## src/rtl/sramlike_bus_arbiter.sv

```systemverilog
// Shares one sram-like master port between instruction and data requesters.
// One transaction in flight; the grant is locked from request until data_ok.
module sramlike_bus_arbiter #(
  parameter int PRIO_MODE = 0
) (
  input  logic        clk,
  input  logic        resetn,
  input  logic        inst_req,
  input  logic        inst_wr,
  input  logic [1:0]  inst_size,
  input  logic [31:0] inst_addr,
  input  logic [31:0] inst_wdata,
  output logic [31:0] inst_rdata,
  output logic        inst_addr_ok,
  output logic        inst_data_ok,
  input  logic        data_req,
  input  logic        data_wr,
  input  logic [1:0]  data_size,
  input  logic [31:0] data_addr,
  input  logic [31:0] data_wdata,
  output logic [31:0] data_rdata,
  output logic        data_addr_ok,
  output logic        data_data_ok,
  output logic        m_req,
  output logic        m_wr,
  output logic [1:0]  m_size,
  output logic [31:0] m_addr,
  output logic [31:0] m_wdata,
  input  logic [31:0] m_rdata,
  input  logic        m_addr_ok,
  input  logic        m_data_ok,
  output logic        busy,
  output logic        protocol_err
);

  typedef enum logic [1:0] {
    IDLE = 2'd0,
    ADDR = 2'd1,
    DATA = 2'd2
  } state_t;

  localparam logic G_INST = 1'b0;
  localparam logic G_DATA = 1'b1;

  state_t      r_state;
  state_t      w_next;
  logic        r_grant;
  logic        r_lastGrant;
  logic        r_protoErr;
  logic        r_holdWr;
  logic [1:0]  r_holdSize;
  logic [31:0] r_holdAddr;
  logic [31:0] r_holdWdata;
  logic        w_nextGrant;
  logic        w_anyReq;
  logic        w_selWr;
  logic [1:0]  w_selSize;
  logic [31:0] w_selAddr;
  logic [31:0] w_selWdata;
  logic        w_addrOk;
  logic        w_dataOk;
  logic        w_stray;

  assign w_anyReq = inst_req | data_req;

  always_comb begin
    w_selWr    = r_grant ? data_wr    : inst_wr;
    w_selSize  = r_grant ? data_size  : inst_size;
    w_selAddr  = r_grant ? data_addr  : inst_addr;
    w_selWdata = r_grant ? data_wdata : inst_wdata;
  end

  // On a tie, round-robin hands the port to whoever did not have it last.
  always_comb begin
    w_nextGrant = r_grant;
    if (inst_req && data_req) begin
      w_nextGrant = (PRIO_MODE == 1) ? G_DATA : ~r_lastGrant;
    end else if (data_req) begin
      w_nextGrant = G_DATA;
    end else if (inst_req) begin
      w_nextGrant = G_INST;
    end
  end

  always_comb begin
    w_next   = r_state;
    m_req    = 1'b0;
    m_wr     = 1'b0;
    m_size   = 2'd0;
    m_addr   = 32'd0;
    m_wdata  = 32'd0;
    w_addrOk = 1'b0;
    w_dataOk = 1'b0;
    w_stray  = 1'b0;
    busy     = 1'b0;
    case (r_state)
      IDLE: begin
        w_stray = m_data_ok;
        if (w_anyReq) begin
          w_next = ADDR;
        end
      end
      ADDR: begin
        busy     = 1'b1;
        m_req    = 1'b1;
        m_wr     = w_selWr;
        m_size   = w_selSize;
        m_addr   = w_selAddr;
        m_wdata  = w_selWdata;
        w_addrOk = m_addr_ok;
        if (m_addr_ok) begin
          if (m_data_ok) begin
            w_dataOk = 1'b1;
            w_next   = IDLE;
          end else begin
            w_next = DATA;
          end
        end else begin
          w_stray = m_data_ok;
        end
      end
      DATA: begin
        busy    = 1'b1;
        m_wr    = r_holdWr;
        m_size  = r_holdSize;
        m_addr  = r_holdAddr;
        m_wdata = r_holdWdata;
        if (m_data_ok) begin
          w_dataOk = 1'b1;
          w_next   = IDLE;
        end
      end
      default: w_next = IDLE;
    endcase
  end

  always_ff @(posedge clk or negedge resetn) begin
    if (!resetn) begin
      r_state     <= IDLE;
      r_grant     <= G_INST;
      r_lastGrant <= G_INST;
      r_protoErr  <= 1'b0;
      r_holdWr    <= 1'b0;
      r_holdSize  <= 2'd0;
      r_holdAddr  <= 32'd0;
      r_holdWdata <= 32'd0;
    end else begin
      r_state <= w_next;
      if (r_state == IDLE && w_anyReq) begin
        r_grant     <= w_nextGrant;
        r_lastGrant <= w_nextGrant;
      end
      // Snapshot the accepted payload so DATA can keep presenting it.
      if (r_state == ADDR && m_addr_ok) begin
        r_holdWr    <= w_selWr;
        r_holdSize  <= w_selSize;
        r_holdAddr  <= w_selAddr;
        r_holdWdata <= w_selWdata;
      end
      if (w_stray) begin
        r_protoErr <= 1'b1;
      end
    end
  end

  assign inst_addr_ok = w_addrOk & (r_grant == G_INST);
  assign data_addr_ok = w_addrOk & (r_grant == G_DATA);
  assign inst_data_ok = w_dataOk & (r_grant == G_INST);
  assign data_data_ok = w_dataOk & (r_grant == G_DATA);
  assign inst_rdata   = m_rdata;
  assign data_rdata   = m_rdata;
  assign protocol_err = r_protoErr;

endmodule
```

## config.mk

```make
export PLATFORM = sky130hd
export DESIGN_NAME = sramlike_bus_arbiter
export DESIGN_NICKNAME = d
export VERILOG_FILES = /design/src/rtl/sramlike_bus_arbiter.sv
export SDC_FILE = /design/constraint.sdc
export NUM_CORES = 1
export LEC_CHECK = 0
export BUFFER_PORTS_ARGS = -buffer_cell sky130_fd_sc_hd__buf_2
export CAP_MARGIN = 20
export CORE_MARGIN = 10
export CORE_UTILIZATION = 45
export DETAILED_ROUTE_END_ITERATION = 8
export GPL_TIMING_DRIVEN = 0
export PLACE_DENSITY = 0.81
export SLEW_MARGIN = 20
export SYNTH_ARGS = -nofsm -noshare
export SYNTH_HDL_FRONTEND = slang
export SYNTH_SLANG_ARGS = --single-unit
export TNS_END_PERCENT = 10
```

## constraint.sdc

```tcl
create_clock -name clk -period 1.65 [get_ports clk]
set_input_delay 0.165 -clock clk [delete_from_list [all_inputs] [get_ports clk]]
set_output_delay 0.165 -clock clk [all_outputs]
set_load 0.05 [all_outputs]
```

# Word level (Yosys, flattened, before mapping)
# Index checks and enable logic that the tools add are counted.
[word_totals]
reg_bits = 71
elab_cells = 50
in_bits = 172
out_inout_bits = 138
[classes]
n_reduce_logical = 8
n_eq_ne = 5
n_bitwise = 6
n_mux = 24
[op_table]
columns = ["operator", "n"]
rows = [
  ["$pmux W32 S2", 2],
  ["$mux W32", 2],
  ["$mux W1", 10],
  ["$mux W2", 5],
  ["$ne A2 B2 Y1 const B", 3],
  ["$pmux W1 S2", 3],
  ["$pmux W2 S3", 1],
  ["$and A1 B1 Y1", 4],
  ["$pmux W2 S2", 1],
  ["$logic_and A1 B1 Y1", 3],
  ["$reduce_and A3 Y1", 1],
  ["$reduce_bool A3 Y1", 1],
  ["$eq A2 B1 Y1 const B", 1],
  ["$eq A2 B2 Y1 const B", 1],
  ["$logic_not A2 Y1", 1],
  ["$reduce_and A2 Y1", 1],
  ["$reduce_or A2 Y1", 1],
  ["$not A1 Y1", 1],
  ["$or A1 B1 Y1", 1],
]

# Longest topological paths before layout
# Gate-level depths: netlist of the first run.
[depth]
ltp_word = 4
mapped_depth = 9
depth_no_buf = 5

# Worst setup path after synthesis of the first run
# No wires, ideal clock.
[synth_path]
path_kind = "register to output"
from = "register r_state[0]"
to = "output data_data_ok"
path_stages_with_launch = 6
arrival_ns = 2.564
n_path_buf = 1
setup_slack_ns = -1.079
required_ns = 1.485
path_cell_list = "dfrtp_1 -> inv_1 -> ha_1 -> clkbuf_1 -> nand2_1 -> nor3b_1"
[synth_between]
elab_chain_cells = 3
elab_cells_between_ends = 4
cone_classes = "eq/ne (2); mux (1); bitwise (1)"
[synth_rtl]
columns = ["element", "line", "source"]
rows = [
  ["start, declared", "45", "state_t r_state;"],
  ["start signal, assigned", "148", "r_state <= w_next;"],
  ["$eq A2 B2 Y1 or $eq A2 B1 Y1 (tied branches)", "96", "case (r_state)"],
  ["$pmux W1 S2 (*)", "96", ""],
  ["$and A1 B1 Y1 (*)", "169", "assign data_data_ok = w_dataOk & (r_grant == G_DATA);"],
  ["end, declared", "23", "output logic data_data_ok,"],
]
# Mark *: on every way between the ends. The rest lies on a longest branch, timed or not.

# Worst setup path in the final report of the first run
[layout_path]
from = "register r_state[0]"
to = "output m_addr[3]"
[layout_between]
elab_chain_cells = 2
elab_cells_between_ends = 3
cone_classes = "eq/ne (2); mux (1)"
[layout_rtl]
columns = ["element", "line", "source"]
rows = [
  ["$eq A2 B2 Y1 or $eq A2 B1 Y1 (tied branches)", "96", ""],
  ["$pmux W32 S2 (*)", "96", ""],
  ["end, declared", "27", "output logic [31:0] m_addr,"],
]
# Marks and branches as above.

==> results of run 1 <==
-- sequential cells by signal (all words and copies together) (netlist names) --
name and flops:
r_holdWdata 32, r_state 2, protocol_err 1, r_holdSize 2, r_holdWr 1, r_lastGrant 1
r_holdAddr 32
-- logic make-up after synthesis --
kind of cell,count (synthesis),synth area share
mux,68,0.187
fa+ha+maj,4,0.00930
flops,71,0.330
simple gates,279,0.229
compound gates,74,0.103
buf+inv,113,0.142
-- how the worst max path moves through the flow --
stage	start	endpoint	slack, ps	cells after the start
finish	r_state[0]$_DFFE_PN0P_	m_addr[3]	-410	8
global route	r_state[0]$_DFFE_PN0P_	m_addr[0]	-440	8
CTS	r_state[1]$_DFFE_PN0P_	m_addr[12]	-360	6
detailed placement	r_state[1]$_DFFE_PN0P_	m_addr[31]	-470	7
global placement	r_state[0]$_DFFE_PN0P_	m_size[1]	-430	7
floorplan	r_state[0]$_DFFE_PN0P_	data_data_ok	-110	7
-- per-layer routing --
metal  track usage  up-vias
met5             0        -
met4        0.0595        0
met3        0.0710       34
met2         0.455      257
met1         0.250     2713
li1              -     2586
-- synth_stat cells (all sizes together) --
master  count  area share
ha          4      0.0093
nor3b       1      0.0014
and3        1      0.0012
nand2     204        0.14
nor3        1     0.00093
mux2       67        0.18
buf        92        0.13
nor2        2      0.0014
a21oi       3      0.0028
nor2b      69       0.080
dfrtp      71        0.33
mux2i       1      0.0019
o21bai      1      0.0014
clkbuf     18       0.013
and2        1      0.0012
a211oi      1      0.0023
a31oi       1      0.0012
inv         3      0.0021
o32a        1      0.0019
a22oi      67       0.094
-- stage by stage --
| stage | setup TNS (ps) | setup slack, ps | hold WS [ps] |
|---|---|---|---|
| finish | -23860 | -407 | 71.0 |
| global route | -28680 | -441 | 84.8 |
| global placement | -29690 | -426 | 374 |
| floorplan | -814 | -107 | -131 |
| CTS | -23370 | -360 | 44.3 |
| detailed placement | -30980 | -467 | 161 |
-- cell type report --
cell class,count,share of cell area
sequential,71,0.188
clock buffer,12,0.0271
multi-input combinational,425,0.399
timing repair buffer,306,0.242
buffer,109,0.118
clock inverter,4,0.00568
tap,143,0.0189
inverter,3,0.00119
-- power groups by stage --
stage	clock (mW)	sequential [mW]	combinational, mW
floorplan	0	2.92	10.6
global placement	0	2.99	12.9
detailed placement	0	3.03	13.0
CTS	2.04	3.14	16.6
global route	2.12	3.27	18.1
finish	2.03	3.20	17.3
-- what timing repair did --
item	CTS	global route
hold buffers	1	0
gates cloned	7	4
endpoints found under the hold margin	35	0
setup buffers	14	2
resized for setup	303	24
pin swaps	29	35
setup endpoints to repair	129	128
==> summary.txt, run 1 <==
Final Max Tran Viols: 0
Yosys reg bits: 71
Fillers: 649
Cell row count: 39
Setup violations, final: 101
Num CTS Buffers: 9
Hold path start: inst_req
Maximum number of pins on one net before global-route repair: 37
Clock share of power: 0.090
Gr ovfl total: 0
Combinational share of power: 0.768
Yosys warnings: 0
# port buffers: 277
Multi-input logic area: 3780 sq um
M1 WL: 7.50 mm
Clk_lat worst skew: 330 ps
Switch share: 0.465
Detailed Place HPWL: 14.6 mm
Power Internal: 12.0 mW
Drt pass-1 iters: 4
Post-Route Utilization: 0.819
Class of the worst hold path: input port to flop
Number of DRC markers in iteration 0: 305
Kind of critical path: flop to primary output
Leakage: 4.93 nW
H-tree depth: 3
Most common cell after layout, fill and taps aside: buf_2
CTS Sinks: 71
Clock-pin slew on the worst setup and hold paths: 60 ps
FF-to-FF path depth: 9
Netlist Area Pre-Place: 5380 sq um
Switching power: 10.5 mW
Worst path slowest cell: dfrtp_1
Max layer used: met4
R2R Path Start: r_state[0]$_DFFE_PN0P_
Mapped Nets: 785
Area growth syn-to-layout: 76.2%
CP max FO: 10
# diodes: 0
Die area: 16,700 sq um
Violated checks: negative setup slack
Chip width: 129 um
Clock root buffer master: clkbuf_16
Total Power: 22.5 mW
Final min period: 2060 ps
Critical Path, Cell by Cell: buf_6 > ha_4 > buf_8 > buf_12 > clkbuf_16 > a22oi_2 > nor2b_4 > buf_6
Min setup slack post-route: -407 ps
Most frequent cells in the layout: buf_2 (209), nand2_1 (202), buf_4 (88)
Status: finished, violations left
WHS Path Cells: 2
Req. time, crit path: 1480 ps
DR vias/cell: 5.21
Drt wl/cell: 19.9 um
Cell Count, Final, Fillers Out: 1,073
Routability cong.: 0.775
Max Fclk: 486 MHz
Hold Path Sink: r_lastGrant$_DFFE_PN0P_
CP Buf/Inv Count: 5
Clock tree buffer depth: 2
DP Cell Count: 1,030
R2R Path End: r_holdWdata[6]$_DFFE_PN0P_
Core Footprint: 11,600 sq um
Met3 WL: 1.77 mm
CP arrival: 1890 ps
Nets: 1,101
CTS tree: yes
Max Clock Skew: 8.30 ps
Die Ht: 129 um
Slew at the pin closest to its max-slew limit: 508 ps
Cell variety after synth: 24
R2r setup slk: -40 ps
Placed cell areas: 7560 sq um
GRT Util Overall: 0.239
Initial antenna violation count: 0
PwrDens: 2370 nW/um^2
CP max stage delay: 410 ps
I/O pins: 310
Design Area, Final: 9480 sq um
Sequential Power Share: 0.142
Via count: 5,590
DRT Wirelength: 21.4 mm
Final hold vios: 0
Final critical-path share of the clock period: 1.25
Unrepaired setup endpoints after global routing: yes
Startpoint Class: flop
DR DRC count: 0
Crit. End Element: primary output
Number of max-cap violations: 0
Gate Count Post-Synth: 609
CP dominant cell by count: buf_6
Cell family with most CP delay: buffers and inverters
Max_slew headroom: 0.661
Register area: 1780 sq um
Worst vdd ir: 0.00123 V
Met2 wire length: 11.7 mm
Syn avg cell area: 8.83 sq um
Share of cells above drive strength 1: 0.694
Vias in the first global route: 6,060
Antenna viol nets, final: 0
Sequential fraction of the synthesis area: 0.330
Initial Utilization: 0.465
First-pass GRT wire length: 32.2 mm
(Power assumes the default switching activity.)
==> run 2, diff against run 1 <==
--- a/config.mk
+++ b/config.mk
@@ -12,6 +12,7 @@
 export DETAILED_ROUTE_END_ITERATION = 8
 export GPL_TIMING_DRIVEN = 0
 export PLACE_DENSITY = 0.81
+export REMOVE_ABC_BUFFERS = 1
 export SLEW_MARGIN = 20
 export SYNTH_ARGS = -nofsm -noshare
 export SYNTH_HDL_FRONTEND = slang
==> constraint.sdc (replaced) <==
create_clock -name clk -period 2.4 [get_ports clk]
set_input_delay 0.24 -clock clk [delete_from_list [all_inputs] [get_ports clk]]
set_output_delay 0.24 -clock clk [all_outputs]
set_load 0.05 [all_outputs]
==> run 2 against run 1 <==
Against the previous run:
- the flow now finishes without violations
- sequential share of layout area rose by 8.6 points
- clock-buffer cell count rose by 1
- non-clock buffer count is 186 lower
- power shrank 52%
- critical path depth is 3 lower
- clock skew about the same
- clock power fell by 33%
- worst hold slack better by 40 ps
- wire length down 14%
==> summary.txt, run 2 (synthesis gave the netlist of run 1 again) <==
Clock tree buffer depth: 2
Cell Count, Final, Fillers Out: 888
Max Clock Skew: 7.92 ps
Top Registers: r_holdAddr x32, r_holdWdata x32
Antenna viol nets, final: 0
Number of DRC markers in iteration 0: 289
Nets: 916
Clock root buffer master: clkbuf_16
Met2 Use GR: 0.289
Met3 GRT Util: 0.147
CP arrival: 2000 ps
Vias in the first global route: 4,865
Number of max-cap violations: 0
CP max stage delay: 440 ps
Most frequent cells in the layout: buf_2 (207), nand2_1 (203), dfrtp_1 (70)
Unrepaired setup endpoints after global routing: no
DRT Wirelength: 18.4 mm
Worst path slowest cell: ha_4
Max Fclk: 446 MHz
Via count: 4,661
Max_slew headroom: 0.480
Status: finished clean
Num CTS Buffers: 9
Gr ovfl total: 0
Final critical-path share of the clock period: 0.935
First-pass GRT wire length: 26.9 mm
Die Ht: 129 um
# diodes: 0
Worst vdd ir: 0.00127 V
Area growth syn-to-layout: 21.1%
CP Buf/Inv Count: 3
Startpoint Class: flop
Maximum number of pins on one net before global-route repair: 69
Leakage: 3.55 nW
PwrDens: 1660 nW/um^2
GRT Util Overall: 0.206
Fillers: 1,027
DP Cell Count: 860
I/O pins: 310
Slew at the pin closest to its max-slew limit: 780 ps
Critical Path, Cell by Cell: inv_1 > ha_4 > buf_6 > nor2b_1 > buf_2
Chip width: 129 um
Clk_lat worst skew: 320 ps
Pre-CTS setup slack: -110 ps
R2R Path End: r_holdWdata[21]$_DFFE_PN0P_
H-tree depth: 3
Initial Utilization: 0.465
R2r setup slk: 340 ps
Crit path to: m_addr[1]
Class of the worst hold path: input port to flop
R2R Path Start: r_state[1]$_DFFE_PN0P_
DR DRC count: 0
Grt peak-use layer: met2
Initial antenna violation count: 0
Routability cong.: 0.710
Clock-pin slew on the worst setup and hold paths: 60 ps
Die area: 16,700 sq um
Crit. path cell count: 5
Crit. End Element: primary output
Final Max Tran Viols: 0
Final hold vios: 0
Most common cell after layout, fill and taps aside: buf_2
Min setup slack post-route: 156 ps
Drt pass-1 iters: 4
# port buffers: 213
Drt wl/cell: 20.7 um
Kind of critical path: flop to primary output
Cell row count: 39
Share of cells above drive strength 1: 0.428
Final min period: 2240 ps
Total Power: 10.8 mW
Detailed Place HPWL: 13.2 mm
DR vias/cell: 5.25
Core Footprint: 11,600 sq um
Setup violations, final: 0
CTS Sinks: 71
Cell family with most CP delay: buffers and inverters
CTS tree: yes
FF-to-FF path depth: 6
Req. time, crit path: 2160 ps
CP max FO: 18
Crit path from: r_state[0]$_DFFE_PN0P_
GRT met1 Usage: 0.248
WHS Path Cells: 2
run 2: cell types whose count changed in the layout (fill, tap and decap cells not counted), sizes merged:
| cell | previous run | this run |
|---|---|---|
| clkinvlp | 2 | 0 |
| nand2 | 204 | 205 |
| clkbuf | 34 | 18 |
| buf | 391 | 223 |
| bufbuf | 1 | 0 |
| clkinv | 1 | 2 |
run 2: how the worst min path moves through the flow:
stage	from	end	slack (ps)
final	inst_req	r_lastGrant$_DFFE_PN0P_	110
after global routing	inst_req	r_lastGrant$_DFFE_PN0P_	110
after CTS	inst_req	r_lastGrant$_DFFE_PN0P_	100
after detailed placement	resetn	r_holdAddr[15]$_DFFE_PN0P_	230
after global placement	inst_req	r_lastGrant$_DFFE_PN0P_	450
after floorplan	resetn	protocol_err$_DFFE_PN0P_	-60
run 2: stage by stage:
stage          hold WS [ps]  utilization  TNS (ps)  area [sq um]
2_1_floorplan         -55.6            -   -191650          4630
3_3_place_gp            449        0.508   -343720          5870
3_5_place_dp            235        0.521      -110          6030
4_1_cts                 104        0.559         0          6470
5_1_grt                 111        0.563         0          6510
6_report                111        0.563         0          6510
run 2: metal layers:
layer / up-vias / share of wire
li1: 2207 / -
met1: 2180 / 0.40
met2: 260 / 0.43
met3: 12 / 0.16
met4: 2 / 0.0051
met5: - / 0.0039
run 2: worst reg2reg max path, delay by kind of cell, from the launching register on:
| family | cells | cell delay (ps) |
|---|---|---|
| buffers and inverters | 2 | 370 |
| and+or+nand+nor | 3 | 1010 |
| DFF | 1 | 430 |
| adders and majority gates | 1 | 170 |
run 2: what timing repair did:
action / 4_1_cts / 5_1_grt
resized for setup: 2 / 7
endpoints found under the hold margin: 35 / 0
cloned: 0 / 1
endpoints found under the setup margin: 71 / 68
pin swaps: 2 / 2
hold buffers: 1 / 0
setup buffers: 8 / 2
run 2: where the power goes:
part	internal, mW	switching (mW)
Clock	0.886	0.478
Sequential	1.77	0.337
Combinational	2.61	4.73
Total	5.27	5.55
run 2: area by class of cell:
| class | instances | area (sq um) | share of cell area |
|---|---|---|---|
| inverters | 3 | 11.3 | 0.00173 |
| clock inverters | 3 | 40.0 | 0.00615 |
| multi-input cells | 426 | 2910 | 0.446 |
| clock buffers | 13 | 270 | 0.0415 |
| flip-flops and latches | 71 | 1780 | 0.273 |
| well taps | 143 | 179 | 0.0275 |
| repair buffers | 229 | 1330 | 0.203 |
